`src/rtl/crypto1_keystream_gen.sv`:
```
// Crypto1 keystream generator: keys a Crypto1 core over valid/ready, drops SKIP leading bits,
// then streams NBITS keystream bits packed MSB-first into WORD_W-bit words with backpressure.

module crypto1 (
  input  logic        CLK,
  input  logic        RESETn,
  input  logic [47:0] KEY,
  input  logic        INIT,
  input  logic        STB,
  output logic        OUTPUT
);
  // Feedback taps s0,s5,s9,s10,s12,s14,s15,s17,s19,s24,s25,s27,s29,s35,s39,s41,s42,s43.
  localparam logic [47:0] TAPS = 48'h0E88_2B0A_D621;

  logic [47:0] lfsr;
  logic        feedback;

  function automatic logic fa(input logic a, input logic b, input logic c, input logic d);
    return ((a | b) ^ (a & d)) ^ (c & ((a ^ b) | d));
  endfunction

  function automatic logic fb(input logic a, input logic b, input logic c, input logic d);
    return ((a & b) | c) ^ ((a ^ b) & (c | d));
  endfunction

  function automatic logic fc(input logic a, input logic b, input logic c, input logic d,
                              input logic e);
    return (a | ((b | e) & (d ^ e))) ^ ((a ^ (b & d)) & ((c ^ d) | (b & e)));
  endfunction

  assign feedback = ^(lfsr & TAPS);

  assign OUTPUT = fc(fa(lfsr[9],  lfsr[11], lfsr[13], lfsr[15]),
                     fb(lfsr[17], lfsr[19], lfsr[21], lfsr[23]),
                     fb(lfsr[25], lfsr[27], lfsr[29], lfsr[31]),
                     fa(lfsr[33], lfsr[35], lfsr[37], lfsr[39]),
                     fb(lfsr[41], lfsr[43], lfsr[45], lfsr[47]));

  // NOTE: sequential state uses <= so every register samples the pre-edge values.
  always_ff @(posedge CLK) begin
    if (!RESETn)   lfsr <= '0;
    else if (INIT) lfsr <= KEY;
    else if (STB)  lfsr <= {feedback, lfsr[47:1]};
  end
endmodule

module crypto1_keystream_gen #(
  parameter int NBITS  = 48,
  parameter int WORD_W = 8,
  parameter int SKIP_W = 8
) (
  input  logic                        CLK,
  input  logic                        RESETn,
  input  logic                        KEY_VALID,
  output logic                        KEY_READY,
  input  logic [47:0]                 KEY,
  input  logic [SKIP_W-1:0]           SKIP,
  input  logic                        ABORT,
  output logic                        OUT_VALID,
  input  logic                        OUT_READY,
  output logic [WORD_W-1:0]           OUT_DATA,
  output logic [$clog2(WORD_W+1)-1:0] OUT_NBITS,
  output logic                        OUT_LAST,
  output logic                        BUSY,
  output logic                        DONE
);
  localparam int NW = $clog2(WORD_W + 1);
  localparam int CW = $clog2(NBITS + 1);
  localparam logic [CW-1:0] LAST_IDX  = CW'(NBITS - 1);
  localparam logic [NW-1:0] FULL      = NW'(WORD_W);
  localparam logic [NW-1:0] FULL_LESS = NW'(WORD_W - 1);

  typedef enum logic [2:0] {ST_IDLE, ST_LOAD, ST_SKIP, ST_RUN, ST_DRAIN} state_t;

  state_t            state, state_nxt;
  logic [47:0]       key_q;
  logic [SKIP_W-1:0] skip_cnt;
  logic [CW-1:0]     bit_cnt;
  logic [NW-1:0]     fill, fill_next;
  logic [WORD_W-1:0] sh, sh_next, word_aligned;
  logic [WORD_W:0]   sh_ext;
  logic              core_init, core_stb, core_out;
  logic              key_take, abort_now, word_done, stall, capture, pop;

  crypto1 u_core (
    .CLK    (CLK),
    .RESETn (RESETn),
    .KEY    (key_q),
    .INIT   (core_init),
    .STB    (core_stb),
    .OUTPUT (core_out)
  );

  assign BUSY      = (state != ST_IDLE);
  assign KEY_READY = (state == ST_IDLE) && !ABORT;
  assign key_take  = KEY_VALID && KEY_READY;
  assign abort_now = ABORT && (state != ST_IDLE);
  assign pop       = OUT_VALID && OUT_READY;

  // The bit presented this cycle closes a word when the shifter is one short or it is the final bit.
  assign word_done = (fill == FULL_LESS) || (bit_cnt == LAST_IDX);
  assign stall     = word_done && OUT_VALID && !OUT_READY;
  assign capture   = (state == ST_RUN) && !stall;
  assign core_init = (state == ST_LOAD);
  assign core_stb  = (state == ST_SKIP) || capture;

  assign sh_ext       = {sh, core_out};
  assign sh_next      = sh_ext[WORD_W-1:0];
  assign fill_next    = fill + NW'(1);
  assign word_aligned = sh_next << (FULL - fill_next);

  always_ff @(posedge CLK) begin
    if (!RESETn) state <= ST_IDLE;
    else         state <= state_nxt;
  end

  // NOTE: state_nxt gets its default first so no path through the case infers a latch.
  always_comb begin
    state_nxt = state;
    unique case (state)
      ST_IDLE:  if (key_take) state_nxt = ST_LOAD;
      ST_LOAD:  state_nxt = (skip_cnt != '0) ? ST_SKIP : ST_RUN;
      ST_SKIP:  if (skip_cnt == SKIP_W'(1)) state_nxt = ST_RUN;
      ST_RUN:   if (capture && (bit_cnt == LAST_IDX)) state_nxt = ST_DRAIN;
      ST_DRAIN: if (pop) state_nxt = ST_IDLE;
      default:  state_nxt = ST_IDLE;
    endcase
    if (abort_now) state_nxt = ST_IDLE;
  end

  always_ff @(posedge CLK) begin
    if (!RESETn) begin
      key_q     <= '0;
      skip_cnt  <= '0;
      bit_cnt   <= '0;
      fill      <= '0;
      sh        <= '0;
      OUT_VALID <= 1'b0;
      OUT_DATA  <= '0;
      OUT_NBITS <= '0;
      OUT_LAST  <= 1'b0;
      DONE      <= 1'b0;
    end else if (abort_now) begin
      skip_cnt  <= '0;
      bit_cnt   <= '0;
      fill      <= '0;
      sh        <= '0;
      OUT_VALID <= 1'b0;
      OUT_DATA  <= '0;
      OUT_NBITS <= '0;
      OUT_LAST  <= 1'b0;
      DONE      <= 1'b0;
    end else begin
      DONE <= 1'b0;
      unique case (state)
        ST_IDLE: if (key_take) begin
          key_q    <= KEY;
          skip_cnt <= SKIP;
          bit_cnt  <= '0;
          fill     <= '0;
          sh       <= '0;
        end
        ST_SKIP: skip_cnt <= skip_cnt - SKIP_W'(1);
        ST_RUN: if (capture) begin
          bit_cnt <= bit_cnt + CW'(1);
          if (word_done) begin
            sh   <= '0;
            fill <= '0;
          end else begin
            sh   <= sh_next;
            fill <= fill_next;
          end
        end
        ST_DRAIN: if (pop) begin
          DONE    <= 1'b1;
          bit_cnt <= '0;
        end
        default: ;
      endcase

      // A new word overrides the pop of the previous one, so back-to-back words leave no bubble.
      if (capture && word_done) begin
        OUT_VALID <= 1'b1;
        OUT_DATA  <= word_aligned;
        OUT_NBITS <= fill_next;
        OUT_LAST  <= (bit_cnt == LAST_IDX);
      end else if (pop) begin
        OUT_VALID <= 1'b0;
      end
    end
  end
endmodule

```
`config.mk`:
```
export PLATFORM = sky130hd
export DESIGN_NAME = crypto1_keystream_gen
export DESIGN_NICKNAME = d
export VERILOG_FILES = /design/src/rtl/crypto1_keystream_gen.sv
export SDC_FILE = /design/constraint.sdc
export NUM_CORES = 1
export LEC_CHECK = 0
export ABC_AREA = 1
export CAP_MARGIN = 25
export CELL_PAD_IN_SITES_DETAIL_PLACEMENT = 2
export CELL_PAD_IN_SITES_GLOBAL_PLACEMENT = 2
export CORE_AREA = 2 2 147 149
export DETAILED_ROUTE_END_ITERATION = 10
export DIE_AREA = 0 0 149 151
export GPL_TIMING_DRIVEN = 0
export PLACE_DENSITY_LB_ADDON = 0.25
export SYNTH_ARGS = -nofsm -noshare
export SYNTH_HDL_FRONTEND = slang
export SYNTH_SLANG_ARGS = --single-unit
```
`constraint.sdc`:
```
create_clock -name CLK -period 2.2 [get_ports CLK]
set_input_delay 0.66 -clock CLK [delete_from_list [all_inputs] [get_ports CLK]]
set_output_delay 0.66 -clock CLK [all_outputs]
set_load 0.02 [all_outputs]
```
==> results by group, run 1 <==
Layout
  – Final #Nets: 1,055
  – Inserted Diodes: 0
  – Final instance area: 0.00822 mm2
  – Final core occ: 0.395
  – Syn-to-layout area delta: 29.5%
  – Layout cells sized above 1: 0.106

Worst setup path
  – Reg2reg setup slack: 0.12 ns
  – CP Buf/Inv Count: 4
  – Crit. End Element: flop
  – Crit path depth: 12
  – Crit-path cells: nor2_4, nand2_4, nor2_4, buf_4, nand2_8, inv_2, buf_6, nor2_1, a21oi_1, inv_2, nand2_1, a21oi_1
  – R2R depth: 12
  – Critical path class: reg -> reg
  – RR Endpoint: sh[4]
  – Max incr delay on CP: 0.38 ns
  – CP Launch Type: flop
  – Setup crit start: state[2]
  – Crit-path slowest cell: dfxtp_2
  – Crit path to: sh[4]
  – CP Max Fanout: 10
  – Delay-heaviest family, CP: simple AND/OR/NAND/NOR gates
  – RR Startpoint: state[2]
  – WP data required: 2.50 ns
  – CP arrival: 2.38 ns

Yosys
  – Area of the mapped netlist: 0.00634 mm2
  – Synth area leader: dfxtp_1
  – Share of the synthesized area in the top cell type: 0.439
  – Asr flop ratio synth: 0
  – EDFF count, synth: 0
  – Yosys cell types: 47
  – Ys flop type: dfxtp_1
  – Syn Inst Count: 881
  – Syn nets: 949
  – YS warnings: 0
  – Top cells by area, synth: dfxtp_1 (44%), nand2_1 (16%), a21oi_1 (6.8%)
  – Seq cells post-synth: 139
  – Syn Area/Cell: 7.20 um2
  – Register area share after synthesis: 0.439

Timing
  – Post-layout worst setup margin: 0.120 ns
  – Setup-failing EPs final: 0
  – Slew HR: 0.584
  – Setup Total Neg Slack: 0 ns
  – Unrepaired setup endpoints after global routing: true
  – Max Freq: 481 MHz
  – Worst-margin pin slew: 0.624 ns
  – Final min period: 2.08 ns
  – Final Max Tran Viols: 0
  – Final Hold Vio Count: 0
  – Final worst path period share: 0.945
  – Worst clock skew: 0.00575 ns

Floorplanning
  – Core box area: 0.0208 mm2
  – Die footprint: 0.0225 mm2
  – I/O Pins: 78
  – Site row count: 53
  – Chip Width: 149 um
  – Die Y: 151 um
  – Initial Utilization: 0.305

Routing
  – DR pass1 iterations: 4
  – Post-route ant nets: 0
  – Residual DRC: 0
  – Via density: 5.03
  – Routed len/inst: 17.2 um
  – 1st-iter DRT viols: 199
  – Vias: 6,413
  – Total routed wirelength: 21,900 um

Power
  – P_leak: 0.00302 uW
  – Switching Share: 0.403
  – Overall Power: 10,000 uW
  – Combinational Power Share: 0.400
  – P_sw: 4040 uW
  – Flop pwr share: 0.319
  – VDD IR-drop max: 0.506 mV
  – Pwr dens: 1220 mW/mm2
  – Clk pwr share: 0.281
  – Pint: 5990 uW

Hold path
  – Min-delay worst type: reg -> reg
  – Hold Path Origin: key_q[39]

Clock network
  – CTS tree: done
  – CTS Root Cell: clkbuf_16
  – Clk slew on worst S/H paths: 0.06 ns
  – Clock latency on the worst-skew pair: 0.42 ns
  – Maximum clock insertion buffer count: 2
  – Htree depth: 4
  – Hold_buf cts: 0
  – CTS buffer count: 17
  – Clock Sink Count: 139

Global route
  – GRT Total Usage: 0.201
  – First-pass GRT wire length: 35,700 um
  – Antenna violations before repair: 0
  – Vias in the first global route: 6,930
  – Largest net degree at the start of global routing: 17
  – Global route overflow: 0

Placed design
  – Detailed placer's ending HPWL: 15,500 um
  – Global placement routability congestion: 0.783
  – Area post-placement: 0.00746 mm2
  – Worst slack, placed: -1.03 ns
  – Number of port buffers: 77

Flow run
  – Max-cap viol count: 0

Run status
  – Status: finished, final reports clean
==> registers in the layout (all words and copies together), names as in the netlist <==
name / cells
sh: 7
OUT_LAST: 1
key_q: 48
skip_cnt: 8
OUT_DATA: 8
OUT_NBITS: 4
state: 3
bit_cnt: 6
u_core.lfsr: 48
fill: 4
DONE: 1
OUT_VALID: 1
==> tightest hold or removal path, stage by stage (launching register included) <==
cell and delay (ns):
dfxtp_1 0.31, nand2_1 0.06, a21oi_1 0.05
==> timing repair <==
item	in CTS	in global routing
buffers inserted	3	7
pin swaps	2	6
endpoints found under the setup margin	135	73
resized for setup	19	34
cloned	0	0
==> power by group through the flow <==
stage	sequential [uW]	clock [uW]	combinational, uW
finish	3200	2820	4010
global placement	3220	0	3700
CTS	3190	2890	3910
global route	3250	2990	4550
floorplan	3140	0	2650
detailed placement	3230	0	3800
==> per-stage QoR <==
step	cells	hold slack, ns
after floorplan	881	0.441
after detailed placement	1233	0.460
after global placement	1233	0.455
after global routing	1275	0.486
final	1275	0.465
after CTS	1268	0.470
==> metal layers <==
layer | vias up | track usage | wire length, um
li1 | 3180 | - | -
met1 | 3111 | 0.253 | 9970
met2 | 91 | 0.351 | 10800
met3 | 31 | 0.0355 | 796
met4 | 0 | 0.0624 | 375
met5 | - | 0 | 0
==> cell type report <==
class	instances	area (um2)
sequential	139	2790
tap	275	344
timing repair buffer	87	840
clock buffer	24	472
fill	2434	12600
inverter	43	165
clock inverter	8	92.6
multi-input combinational	645	3260
buffer	54	251
==> worst min path at each step <==
stage               slack, ns           to  depth (start not counted)
floorplan                0.44        sh[6]                          2
global placement         0.45     key_q[6]                          2
finish                   0.47    key_q[39]                          2
detailed placement       0.46  OUT_DATA[3]                          2
global route             0.49  OUT_DATA[3]                          2
CTS                      0.47  OUT_DATA[3]                          2
==> layout by cell type, fill, tap and decap left out, drive strengths merged, types with 2 or more instances in the layout <==
master	instances
xor2	5
dfxtp	139
a21oi	87
nand3	76
a31oi	47
ha	7
inv	42
or2	4
nand2	272
clkinv	6
o211ai	3
bufinv	2
clkbuf	62
nand4	2
buf	27
nor4	2
nor3	7
nor2	37
xnor2	12
clkdlybuf4s50	74
o21ai	67
nor3b	3
==> cell families after synthesis <==
kind of cell,synth area share
buf+inv,0.0613
simple gates,0.275
compound gates,0.188
fa+ha+maj,0.0138
flops,0.439
xor+xnor,0.0235
==> cells in the mapped netlist, types with 2 or more instances <==
cell and count:
nand2_1 270, dfxtp_1 139, a21oi_1 86, nand3_1 76, o21ai_0 63, a31oi_1 47, clkbuf_1 36, inv_1 33
nor2_1 32, buf_2 14, xnor2_1 12, inv_2 9, ha_1 7, xor2_1 5, nor3_1 4, nor2_4 3
nor3_4 3, o211ai_1 3, or2_2 3, buf_1 2, buf_4 2, nand2_2 2, nand4_1 2, nor2_2 2
nor3b_1 2, nor4_1 2, o21ai_1 2
Note: power is estimated with default switching activity, not from simulation.
==> run 2: changes to the inputs <==
--- a/config.mk
+++ b/config.mk
@@ -6,7 +6,7 @@
 export NUM_CORES = 1
 export LEC_CHECK = 0
 export ABC_AREA = 1
-export CAP_MARGIN = 25
+export CAP_MARGIN = 30
 export CELL_PAD_IN_SITES_DETAIL_PLACEMENT = 2
 export CELL_PAD_IN_SITES_GLOBAL_PLACEMENT = 2
 export CORE_AREA = 2 2 147 149
==> results of run 2 <==
The final DEF is identical to that of run 1; final timing and power are the same.
